**src/rtl/branch_cond_if.sv**
```systemverilog
// Branch request / PC-load handshake bundle between the control sequencer,
// the branch condition evaluator and the program counter.
//   master : control sequencer + PC side (drives requests and pc_ack)
//   slave  : branch_cond (drives status, result and the PC-load request)
interface branch_cond_if #(
    parameter int ADDR_W = 16
);
    logic              br_req;
    logic [3:0]        br_cond;
    logic [ADDR_W-1:0] br_target;
    logic              br_busy;
    logic              br_taken;
    logic              br_done;
    logic              cond_err;
    logic              pc_load;
    logic [ADDR_W-1:0] pc_target;
    logic              pc_ack;

    modport master (
        output br_req, br_cond, br_target, pc_ack,
        input  br_busy, br_taken, br_done, cond_err, pc_load, pc_target
    );

    modport slave (
        input  br_req, br_cond, br_target, pc_ack,
        output br_busy, br_taken, br_done, cond_err, pc_load, pc_target
    );
endinterface

```
**src/rtl/branch_cond.sv**
```systemverilog
// Conditional-branch evaluator on the Z/C/S flag bus.
// Captures a branch request, waits for in-flight ALU ops and flag settling,
// samples the flags once, and requests a PC load when the branch is taken.
// Optional build macro BR_STATS_EN adds saturating taken/evaluation counters;
// without it taken_cnt and eval_cnt read 0.
module branch_cond #(
    parameter int ADDR_W        = 16,
    parameter int SETTLE_CYCLES = 2
) (
    input  logic                clk,
    input  logic                rst_n,
    input  logic [2:0]          flags_in,
    input  logic                flag_wait,
    branch_cond_if.slave        bus,
    output logic [15:0]         taken_cnt,
    output logic [15:0]         eval_cnt
);

    localparam logic [3:0] SETTLE_INIT = 4'(SETTLE_CYCLES);

    typedef enum logic [2:0] {
        IDLE,
        SETTLE,
        EVAL,
        LOAD,
        DONE
    } state_t;

    state_t            state_q;
    logic [3:0]        settle_cnt_q;
    logic [3:0]        cond_q;
    logic [ADDR_W-1:0] target_q;
    logic              busy_q;
    logic              taken_q;
    logic              done_q;
    logic              cond_err_q;
    logic              pc_load_q;
    logic [ADDR_W-1:0] pc_target_q;
    logic              taken_d;

    // Flag bus layout: [0]=Z, [1]=C, [2]=S. Reserved codes evaluate not taken.
    function automatic logic cond_taken(input logic [3:0] c, input logic [2:0] f);
        logic z, cy, s;
        z  = f[0];
        cy = f[1];
        s  = f[2];
        case (c)
            4'd0:    cond_taken = 1'b1;
            4'd1:    cond_taken = 1'b0;
            4'd2:    cond_taken = z;
            4'd3:    cond_taken = !z;
            4'd4:    cond_taken = cy;
            4'd5:    cond_taken = !cy;
            4'd6:    cond_taken = s;
            4'd7:    cond_taken = !s;
            4'd8:    cond_taken = z | s;
            4'd9:    cond_taken = !z & !s;
            default: cond_taken = 1'b0;
        endcase
    endfunction

    function automatic logic cond_reserved(input logic [3:0] c);
        cond_reserved = (c > 4'd9);
    endfunction

    // Branch decision from the live flag bus; only consumed in EVAL.
    always_comb begin
        taken_d = cond_taken(cond_q, flags_in);
    end

    // Branch sequencer with registered handshake outputs.
    // SETTLE is left once the counter has reached 1 (or was loaded with 0), so
    // SETTLE spans max(SETTLE_CYCLES,1) quiet cycles and a request reaches
    // br_done SETTLE_CYCLES+2 cycles later (not taken) or +3 (taken, immediate ack).
    always_ff @(posedge clk or negedge rst_n) begin
        if (!rst_n) begin
            state_q      <= IDLE;
            settle_cnt_q <= 4'd0;
            cond_q       <= 4'd0;
            target_q     <= '0;
            busy_q       <= 1'b0;
            taken_q      <= 1'b0;
            done_q       <= 1'b0;
            cond_err_q   <= 1'b0;
            pc_load_q    <= 1'b0;
            pc_target_q  <= '0;
        end else begin
            case (state_q)
                IDLE: begin
                    if (bus.br_req) begin
                        state_q      <= SETTLE;
                        cond_q       <= bus.br_cond;
                        target_q     <= bus.br_target;
                        settle_cnt_q <= SETTLE_INIT;
                        busy_q       <= 1'b1;
                    end
                end
                SETTLE: begin
                    if (flag_wait) begin
                        settle_cnt_q <= SETTLE_INIT;
                    end else if (settle_cnt_q <= 4'd1) begin
                        settle_cnt_q <= 4'd0;
                        state_q      <= EVAL;
                    end else begin
                        settle_cnt_q <= settle_cnt_q - 4'd1;
                    end
                end
                EVAL: begin
                    taken_q <= taken_d;
                    if (taken_d) begin
                        state_q     <= LOAD;
                        pc_load_q   <= 1'b1;
                        pc_target_q <= target_q;
                    end else begin
                        state_q    <= DONE;
                        done_q     <= 1'b1;
                        cond_err_q <= cond_reserved(cond_q);
                    end
                end
                LOAD: begin
                    if (bus.pc_ack) begin
                        state_q   <= DONE;
                        pc_load_q <= 1'b0;
                        done_q    <= 1'b1;
                    end
                end
                DONE: begin
                    state_q    <= IDLE;
                    done_q     <= 1'b0;
                    cond_err_q <= 1'b0;
                    busy_q     <= 1'b0;
                end
                default: begin
                    state_q <= IDLE;
                end
            endcase
        end
    end

    assign bus.br_busy   = busy_q;
    assign bus.br_taken  = taken_q;
    assign bus.br_done   = done_q;
    assign bus.cond_err  = cond_err_q;
    assign bus.pc_load   = pc_load_q;
    assign bus.pc_target = pc_target_q;

`ifdef BR_STATS_EN
    logic [15:0] taken_cnt_q, taken_cnt_d;
    logic [15:0] eval_cnt_q, eval_cnt_d;

    // Saturating statistics, bumped once per completed branch (DONE cycle).
    always_comb begin
        taken_cnt_d = taken_cnt_q;
        eval_cnt_d  = eval_cnt_q;
        if (state_q == DONE) begin
            if (eval_cnt_q != 16'hFFFF) begin
                eval_cnt_d = eval_cnt_q + 16'd1;
            end
            if (taken_q && (taken_cnt_q != 16'hFFFF)) begin
                taken_cnt_d = taken_cnt_q + 16'd1;
            end
        end
    end

    // Counter registers, cleared only by reset.
    always_ff @(posedge clk or negedge rst_n) begin
        if (!rst_n) begin
            taken_cnt_q <= 16'd0;
            eval_cnt_q  <= 16'd0;
        end else begin
            taken_cnt_q <= taken_cnt_d;
            eval_cnt_q  <= eval_cnt_d;
        end
    end

    assign taken_cnt = taken_cnt_q;
    assign eval_cnt  = eval_cnt_q;
`else
    assign taken_cnt = 16'd0;
    assign eval_cnt  = 16'd0;
`endif

endmodule

```
**src/flat_wrapper.sv**
```systemverilog
// flat-port wrapper written by rule: the top's interface ports become plain ports
module branch_cond_flat 
#(
    parameter int ADDR_W        = 16,
    parameter int SETTLE_CYCLES = 2
)
  (clk, rst_n, flags_in, flag_wait, taken_cnt, eval_cnt, bus_br_req, bus_br_cond, bus_br_target, bus_pc_ack, bus_br_busy, bus_br_taken, bus_br_done, bus_cond_err, bus_pc_load, bus_pc_target);
  branch_cond_if #(.ADDR_W(ADDR_W)) bus_i ();
  input  logic clk;
  input  logic rst_n;
  input  logic [2:0] flags_in;
  input  logic flag_wait;
  output logic [15:0] taken_cnt;
  output logic [15:0] eval_cnt;
  input wire logic [$bits(bus_i.br_req)-1:0] bus_br_req;
  input wire logic [$bits(bus_i.br_cond)-1:0] bus_br_cond;
  input wire logic [$bits(bus_i.br_target)-1:0] bus_br_target;
  input wire logic [$bits(bus_i.pc_ack)-1:0] bus_pc_ack;
  output wire logic [$bits(bus_i.br_busy)-1:0] bus_br_busy;
  output wire logic [$bits(bus_i.br_taken)-1:0] bus_br_taken;
  output wire logic [$bits(bus_i.br_done)-1:0] bus_br_done;
  output wire logic [$bits(bus_i.cond_err)-1:0] bus_cond_err;
  output wire logic [$bits(bus_i.pc_load)-1:0] bus_pc_load;
  output wire logic [$bits(bus_i.pc_target)-1:0] bus_pc_target;
  assign bus_i.br_req = bus_br_req;
  assign bus_i.br_cond = bus_br_cond;
  assign bus_i.br_target = bus_br_target;
  assign bus_i.pc_ack = bus_pc_ack;
  assign bus_br_busy = bus_i.br_busy;
  assign bus_br_taken = bus_i.br_taken;
  assign bus_br_done = bus_i.br_done;
  assign bus_cond_err = bus_i.cond_err;
  assign bus_pc_load = bus_i.pc_load;
  assign bus_pc_target = bus_i.pc_target;
  branch_cond #(.ADDR_W(ADDR_W), .SETTLE_CYCLES(SETTLE_CYCLES)) u_core (.clk(clk), .rst_n(rst_n), .flags_in(flags_in), .flag_wait(flag_wait), .bus(bus_i), .taken_cnt(taken_cnt), .eval_cnt(eval_cnt));
endmodule
```
**config.mk**
```make
export PLATFORM = sky130hd
export DESIGN_NAME = branch_cond_flat
export DESIGN_NICKNAME = d
export VERILOG_FILES = /design/src/rtl/branch_cond_if.sv /design/src/rtl/branch_cond.sv /design/src/flat_wrapper.sv
export SDC_FILE = /design/constraint.sdc
export NUM_CORES = 1
export LEC_CHECK = 0
export CAP_MARGIN = 20
export CORE_MARGIN = 1.5
export CORE_UTILIZATION = 40
export DETAILED_ROUTE_END_ITERATION = 12
export PLACE_DENSITY_LB_ADDON = 0.25
export REMOVE_ABC_BUFFERS = 1
export SETUP_SLACK_MARGIN = 0.2
export SLEW_MARGIN = 20
export SYNTH_ARGS = -nofsm -noshare
export SYNTH_HDL_FRONTEND = slang
export SYNTH_SLANG_ARGS = --single-unit
```
**constraint.sdc**
```tcl
create_clock -name clk -period 2.2 [get_ports clk]
set_input_delay 0.33 -clock clk [delete_from_list [all_inputs] [get_ports clk]]
set_output_delay 0.33 -clock clk [all_outputs]
set_load 0.01 [all_outputs]
```
==> results of run 1 <==
## worst min path at each step
stage | start | endpoint | cells after the start
final | rst_n | u_core.bus.pc_target[1]$_DFFE_PN0P_ | 1
after global routing | rst_n | u_core.settle_cnt_q[1]$_DFFE_PN0P_ | 1
after CTS | rst_n | u_core.bus.pc_target[1]$_DFFE_PN0P_ | 1
after detailed placement | rst_n | u_core.bus.pc_target[5]$_DFFE_PN0P_ | 1
after global placement | rst_n | u_core.bus.pc_target[5]$_DFFE_PN0P_ | 1
after floorplan | rst_n | u_core.bus.br_busy$_DFFE_PN0P_ | 0
## repair_timing
item                                   CTS  global route
hold buffers                             0             0
endpoints found under the hold margin    0             0
setup endpoints to repair                0            14
resized for setup                        0             2
## per-layer routing
layer,track usage [%],wire length (um)
met2,21.0,1860
met5,0,0
met3,4.55,310
met1,17.9,1850
met4,4.66,39
## cells by family (layout without fill, tap and decap cells)
family	count (synthesis)	after routing	synth area share (%)
buffers and inverters	47	68	14.5
adder cells (fa/ha/maj)	2	2	1.05
multiplexers	35	35	18.9
other	1	32	0.157
flip-flops	48	48	50.4
AO/OA/AOI/OAI	29	29	8.61
AND/OR/NAND/NOR	30	30	6.41
## per-stage QoR
step                      hold WS (ps)  util, %  cell area [sq um]  setup WS [ps]  instances
after CTS                         17.7     51.0               2880            277        316
after floorplan                   34.4        -               2180            265        184
after detailed placement           347     49.6               2800            137        309
final                             13.5     51.1               2880            375        316
after global placement             346     49.6               2800            161        309
after global routing              29.0     51.1               2880            188        316
## sequential cells by signal, summed over array words and instances (netlist names), 3 cells and up
name / count
u_core.bus.pc_target: 16
u_core.target_q: 16
u_core.cond_q: 4
u_core.settle_cnt_q: 4
u_core.state_q: 3
## power by group
group	switching (mW)	internal, mW
sequential	0.297	1.28
combinational	0.572	0.857
clock	0.261	0.216
total	1.13	2.35
## worst register-to-register path, cell delays in order, from the launching register on
cell and delay (ps):
dfrtp_1 440, inv_2 130, nand2_1 130, nor3_2 220, a21boi_4 230, buf_12 210
mux2_2 350
## Yosys cell counts, types with 2 or more instances
master | number | share of area (%)
ha_1 | 2 | 1.1
a21oi_1 | 4 | 0.84
dfrtp_1 | 48 | 50
nand2_1 | 6 | 0.95
and3_1 | 2 | 0.53
mux2_2 | 19 | 9.0
nor3_1 | 5 | 1.1
o21ai_1 | 2 | 0.42
o21ai_0 | 10 | 2.1
o31ai_1 | 2 | 0.63
mux2_4 | 15 | 9.5
buf_2 | 2 | 0.42
inv_1 | 7 | 1.1
nand2b_1 | 3 | 0.79
buf_4 | 32 | 10
nor2_1 | 9 | 1.4
buf_6 | 4 | 1.9
## cell type report
| cell class | instances | share of cell area (%) |
|---|---|---|
| Clock buffer | 6 | 2.52 |
| Clock inverter | 1 | 0.174 |
| Inverter | 8 | 1.04 |
| Multi-Input combinational cell | 128 | 33.2 |
| Sequential cell | 48 | 41.7 |
| Tap cell | 72 | 3.13 |
| Timing Repair Buffer | 53 | 18.2 |
==> results.sh, run 1 <==
export IMPL_postCtsSetupBuffers=0
export IMPL_diodes=0
export IMPL_cp_top_family="flip-flops"
export IMPL_regArea_sq_um=1200
export IMPL_rr_endpoint="u_core.bus.pc_target[15]$_DFFE_PN0P_"
export IMPL_max_cap_viol_count=0
export IMPL_clockRootBuffer="clkbuf_8"
export IMPL_slew_headroom_pct=63.9
export IMPL_cp_required_ps=2380
export IMPL_endpoint="u_core.bus.pc_target[15]$_DFFE_PN0P_"
export IMPL_start_util_pct=42.2
export IMPL_fin_nets=274
export IMPL_synth_warnings=0
export IMPL_n_fill_cell=510
export IMPL_leakage_nw=1.28
export IMPL_portBuffers=48
export IMPL_setup_viol=0
export IMPL_crit_path_max_fanout=22
export IMPL_ios=81
export IMPL_cts_sinks=48
export IMPL_grt_start_max_net_pins=25
export IMPL_path_class="reg2reg"
export IMPL_grt_usage_pct=13.6
export IMPL_ys_ff_latch=48
export IMPL_rsz0062_at_grt="no"
export IMPL_layout_common_cells="47 x clkdlybuf4s50_1, 47 x dfrtp_1, 32 x conb_1"
export IMPL_outcome="complete, no violations"
export IMPL_p_per_area_nw_per_um2=1210
export IMPL_critPathCaptureType="register"
export IMPL_num_rows=27
export IMPL_die_h_um=80.2
export IMPL_fin_setup_tns_ps=0
export IMPL_ir_drop_v=0.000658
export IMPL_dp_hpwl_um=2950
export IMPL_max_slew_worst_pin_slew_ps=542
export IMPL_grt_pass1_wl_um=6580
export IMPL_r2r_cells=6
export IMPL_core_area_sq_um=5640
export IMPL_synthCells=192
export IMPL_start_kind="register"
export IMPL_dr_pass1_iters=4
export IMPL_r2r_start="u_core.state_q[2]$_DFFE_PN0P_"
export IMPL_multi_input_area_sq_um=957
export IMPL_cts_tree="done"
export IMPL_slew_viol_final=0
export IMPL_avgViaCountPerCell=4.70
export IMPL_hp_class="in2async"
export IMPL_antenna_found_initial=0
export IMPL_r2r_slack_ps=370
export IMPL_hold_violations=0
export IMPL_min_period_ps=1830
export IMPL_drive_gt1_share_pct=22.1
export IMPL_remaining_drc_errors=0
export IMPL_max_freq_ghz=0.548
export IMPL_synthDistinctLibCells=37
export IMPL_crit_path_start="u_core.state_q[2]$_DFFE_PN0P_"
export IMPL_crit_path_max_incr_delay_ps=440
export IMPL_clkTransAtPathRegs_ps=80
export IMPL_die_x_um=80.2
export IMPL_drt_iter0_drc=37
export IMPL_grt_pass1_vias=1406
export IMPL_cp_num_cells=6
export IMPL_synth_edf_count=0
export IMPL_cts_buffers=5
export IMPL_routed_wl_um=4060
export IMPL_grt_overflow_total=0
export IMPL_crit_arrival_ps=2010
export IMPL_htreeDepth=2
export IMPL_cp_cell_sequence="inv_2 > nand2_1 > nor3_2 > a21boi_4 > buf_12 > mux2_2"
export IMPL_clk_latency_ps=290
export IMPL_ys_seq_area_share_pct=50.4
export IMPL_wire_per_inst_um=12.9
export IMPL_ys_flop_type="dfrtp_1"
export IMPL_p_total_mw=3.48
export IMPL_avgSynthCellArea_sq_um=12.4
export IMPL_fin_crit_sh_pct=83.0
export IMPL_clockBufferDepth=2
export IMPL_syn_area_sq_um=2380
export IMPL_cp_slowest_cell="dfrtp_1"
export IMPL_finClkSkew_ps=6.61
export IMPL_die_area_sq_um=6430
export IMPL_num_vias=1484
export IMPL_area_delta_synth_final_pct=21.0
export IMPL_async_flop_share_pct=100
export IMPL_gp_congestion=0.722
export IMPL_ant_nets=0
export IMPL_crit_buf_inv=2
No activity file was read; power rests on OpenSTA's default activity.
==> run 2: changes to the inputs <==
==> constraint.sdc (replaced) <==
create_clock -name clk -period 1.77 [get_ports clk]
set_input_delay 0.2655 -clock clk [delete_from_list [all_inputs] [get_ports clk]]
set_output_delay 0.2655 -clock clk [all_outputs]
set_load 0.01 [all_outputs]
==> results.sh, run 2 (synthesis gave the netlist of run 1 again) <==
export IMPL_regArea_sq_um=1200
export IMPL_r2r_cells=6
export IMPL_hp_class="in2async"
export IMPL_fin_crit_sh_pct=97.8
export IMPL_htreeDepth=2
export IMPL_multi_input_area_sq_um=997
export IMPL_cp_cell_sequence="buf_6 > a22oi_2 > o221ai_2 > a21boi_4 > buf_12 > mux2_2"
export IMPL_cts_sinks=48
export IMPL_path_class="reg2reg"
export IMPL_remaining_drc_errors=0
export IMPL_wire_per_inst_um=12.4
export IMPL_crit_buf_inv=2
export IMPL_cp_required_ps=1950
export IMPL_max_cap_viol_count=0
export IMPL_cts_buffers=5
export IMPL_grt_pass1_vias=1426
export IMPL_start_kind="register"
export IMPL_ir_drop_v=0.000690
export IMPL_portBuffers=48
export IMPL_grt_overflow_total=0
export IMPL_setup_viol=0
export IMPL_crit_arrival_ps=1910
export IMPL_cp_num_cells=6
export IMPL_grt_pass1_wl_um=6690
export IMPL_max_freq_ghz=0.578
export IMPL_clk_latency_ps=290
export IMPL_finClkSkew_ps=2.54
export IMPL_routed_wl_um=4150
export IMPL_antenna_found_initial=0
export IMPL_ios=81
export IMPL_slew_headroom_pct=60.9
export IMPL_core_area_sq_um=5640
export IMPL_slew_viol_final=0
export IMPL_avgViaCountPerCell=4.57
export IMPL_cp_slowest_cell="dfrtp_2"
export IMPL_whs_ps=499
export IMPL_dp_slack_ps=-223
export IMPL_layout_common_cells="47 x clkdlybuf4s50_1, 47 x dfrtp_1, 32 x conb_1"
export IMPL_n_fill_cell=501
export IMPL_fin_nets=293
export IMPL_gp_congestion=0.806
export IMPL_area_delta_synth_final_pct=30.3
export IMPL_min_period_ps=1730
export IMPL_max_slew_worst_pin_slew_ps=587
export IMPL_drive_gt1_share_pct=31.1
export IMPL_grt_start_max_net_pins=28
export IMPL_p_per_area_nw_per_um2=1510
export IMPL_dp_hpwl_um=3040
export IMPL_clockRootBuffer="clkbuf_8"
export IMPL_num_vias=1535
export IMPL_start_util_pct=42.2
export IMPL_clkTransAtPathRegs_ps=80
export IMPL_crit_path_max_fanout=11
export IMPL_dr_pass1_iters=3
export IMPL_cp_top_family="compound AO/OA/AOI/OAI gates"
export IMPL_num_rows=27
export IMPL_critPathCaptureType="register"
export IMPL_die_x_um=80.2
export IMPL_crit_path_max_incr_delay_ps=450
export IMPL_outcome="complete, no violations"
export IMPL_rsz0062_at_grt="yes"
export IMPL_diodes=0
export IMPL_grt_usage_pct=13.6
export IMPL_die_h_um=80.2
export IMPL_drt_iter0_drc=48
export IMPL_clockBufferDepth=2
export IMPL_die_area_sq_um=6430
export IMPL_cts_tree="done"
export IMPL_ant_nets=0
export IMPL_leakage_nw=1.39
export IMPL_fin_ws_ps=39.4
export IMPL_hold_violations=0
==> run 2: cell count changes in the layout (fill, tap and decap cells not counted), moves of 2 or more <==
cell / before / now
buf_4: 4 / 18
nor2_2: 0 / 2
buf_6: 0 / 3
nor2_1: 9 / 7
==> run 2: power by group <==
group	internal (mW)	total (mW)	switching, mW	leakage [nW]
Clock	0.319	0.655	0.336	0.0455
Combinational	1.29	2.11	0.812	0.753
Sequential	1.59	1.94	0.347	0.588
==> run 2: timing repair <==
| action | in CTS | in global routing |
|---|---|---|
| hold buffers | 1 | 0 |
| endpoints found under the setup margin | 29 | 43 |
| pin swaps | 2 | 2 |
| setup buffers | 0 | 2 |
| gates resized for setup | 10 | 5 |
| hold endpoints to repair | 25 | 0 |
==> run 2: cell type report <==
| class | instances | share of cell area [%] |
|---|---|---|
| flip-flops and latches | 48 | 38.7 |
| inverters | 8 | 0.967 |
| multi-input cells | 128 | 32.1 |
| repair buffers | 72 | 22.4 |
| well taps | 72 | 2.90 |
| clock buffers | 8 | 2.90 |
==> run 2: worst reg2reg max path, cell delays in order, from the launching register on <==
cell	delay (ps)
dfrtp_2	450
buf_6	140
a22oi_2	150
o221ai_2	140
a21boi_4	240
buf_12	180
mux2_2	340
==> run 2: path summary, 6_finish.rpt <==
path | from | end | slack (ps)
min in group clk | u_core.target_q[15]$_DFFE_PN0P_ | u_core.target_q[15]$_DFFE_PN0P_ | 510
max in group asynchronous | rst_n | u_core.bus.cond_err$_DFFE_PN0P_ | 660
worst min-delay path | rst_n | u_core.bus.pc_target[9]$_DFFE_PN0P_ | 500
worst max-delay path | u_core.cond_q[1]$_DFFE_PN0P_ | u_core.bus.pc_target[15]$_DFFE_PN0P_ | 40
worst min register to register | u_core.target_q[15]$_DFFE_PN0P_ | u_core.target_q[15]$_DFFE_PN0P_ | 510
worst max register to register | u_core.cond_q[1]$_DFFE_PN0P_ | u_core.bus.pc_target[15]$_DFFE_PN0P_ | 40
==> run 2: metrics by stage <==
stage | cells | total power, mW | TNS (ps) | instance area (sq um) | util, %
after floorplan | 184 | 3.02 | -3020 | 2180 | -
after global placement | 325 | 3.92 | -3200 | 2930 | 52.0
after detailed placement | 325 | 3.95 | -3300 | 2930 | 52.0
after CTS | 334 | 4.71 | 0 | 3070 | 54.4
after global routing | 336 | 5.03 | -48.4 | 3100 | 55.0
final | 336 | 4.70 | 0 | 3100 | 55.0
==> run 2: per-layer routing <==
layer	vias to the layer above	global-route usage, %	wire length [um]
met2	54	20.8	1840
met4	0	3.62	34
met3	5	4.32	277
met1	738	18.6	2000
met5	-	0	0
li1	738	-	-
==> run 3: changes to the inputs <==
--- a/config.mk
+++ b/config.mk
@@ -5,7 +5,7 @@
 export SDC_FILE = /design/constraint.sdc
 export NUM_CORES = 1
 export LEC_CHECK = 0
-export CAP_MARGIN = 20
+export CAP_MARGIN = 10
 export CORE_MARGIN = 1.5
 export CORE_UTILIZATION = 40
 export DETAILED_ROUTE_END_ITERATION = 12
==> results of run 3 <==
The final DEF is identical to that of run 2; final timing and power are the same.
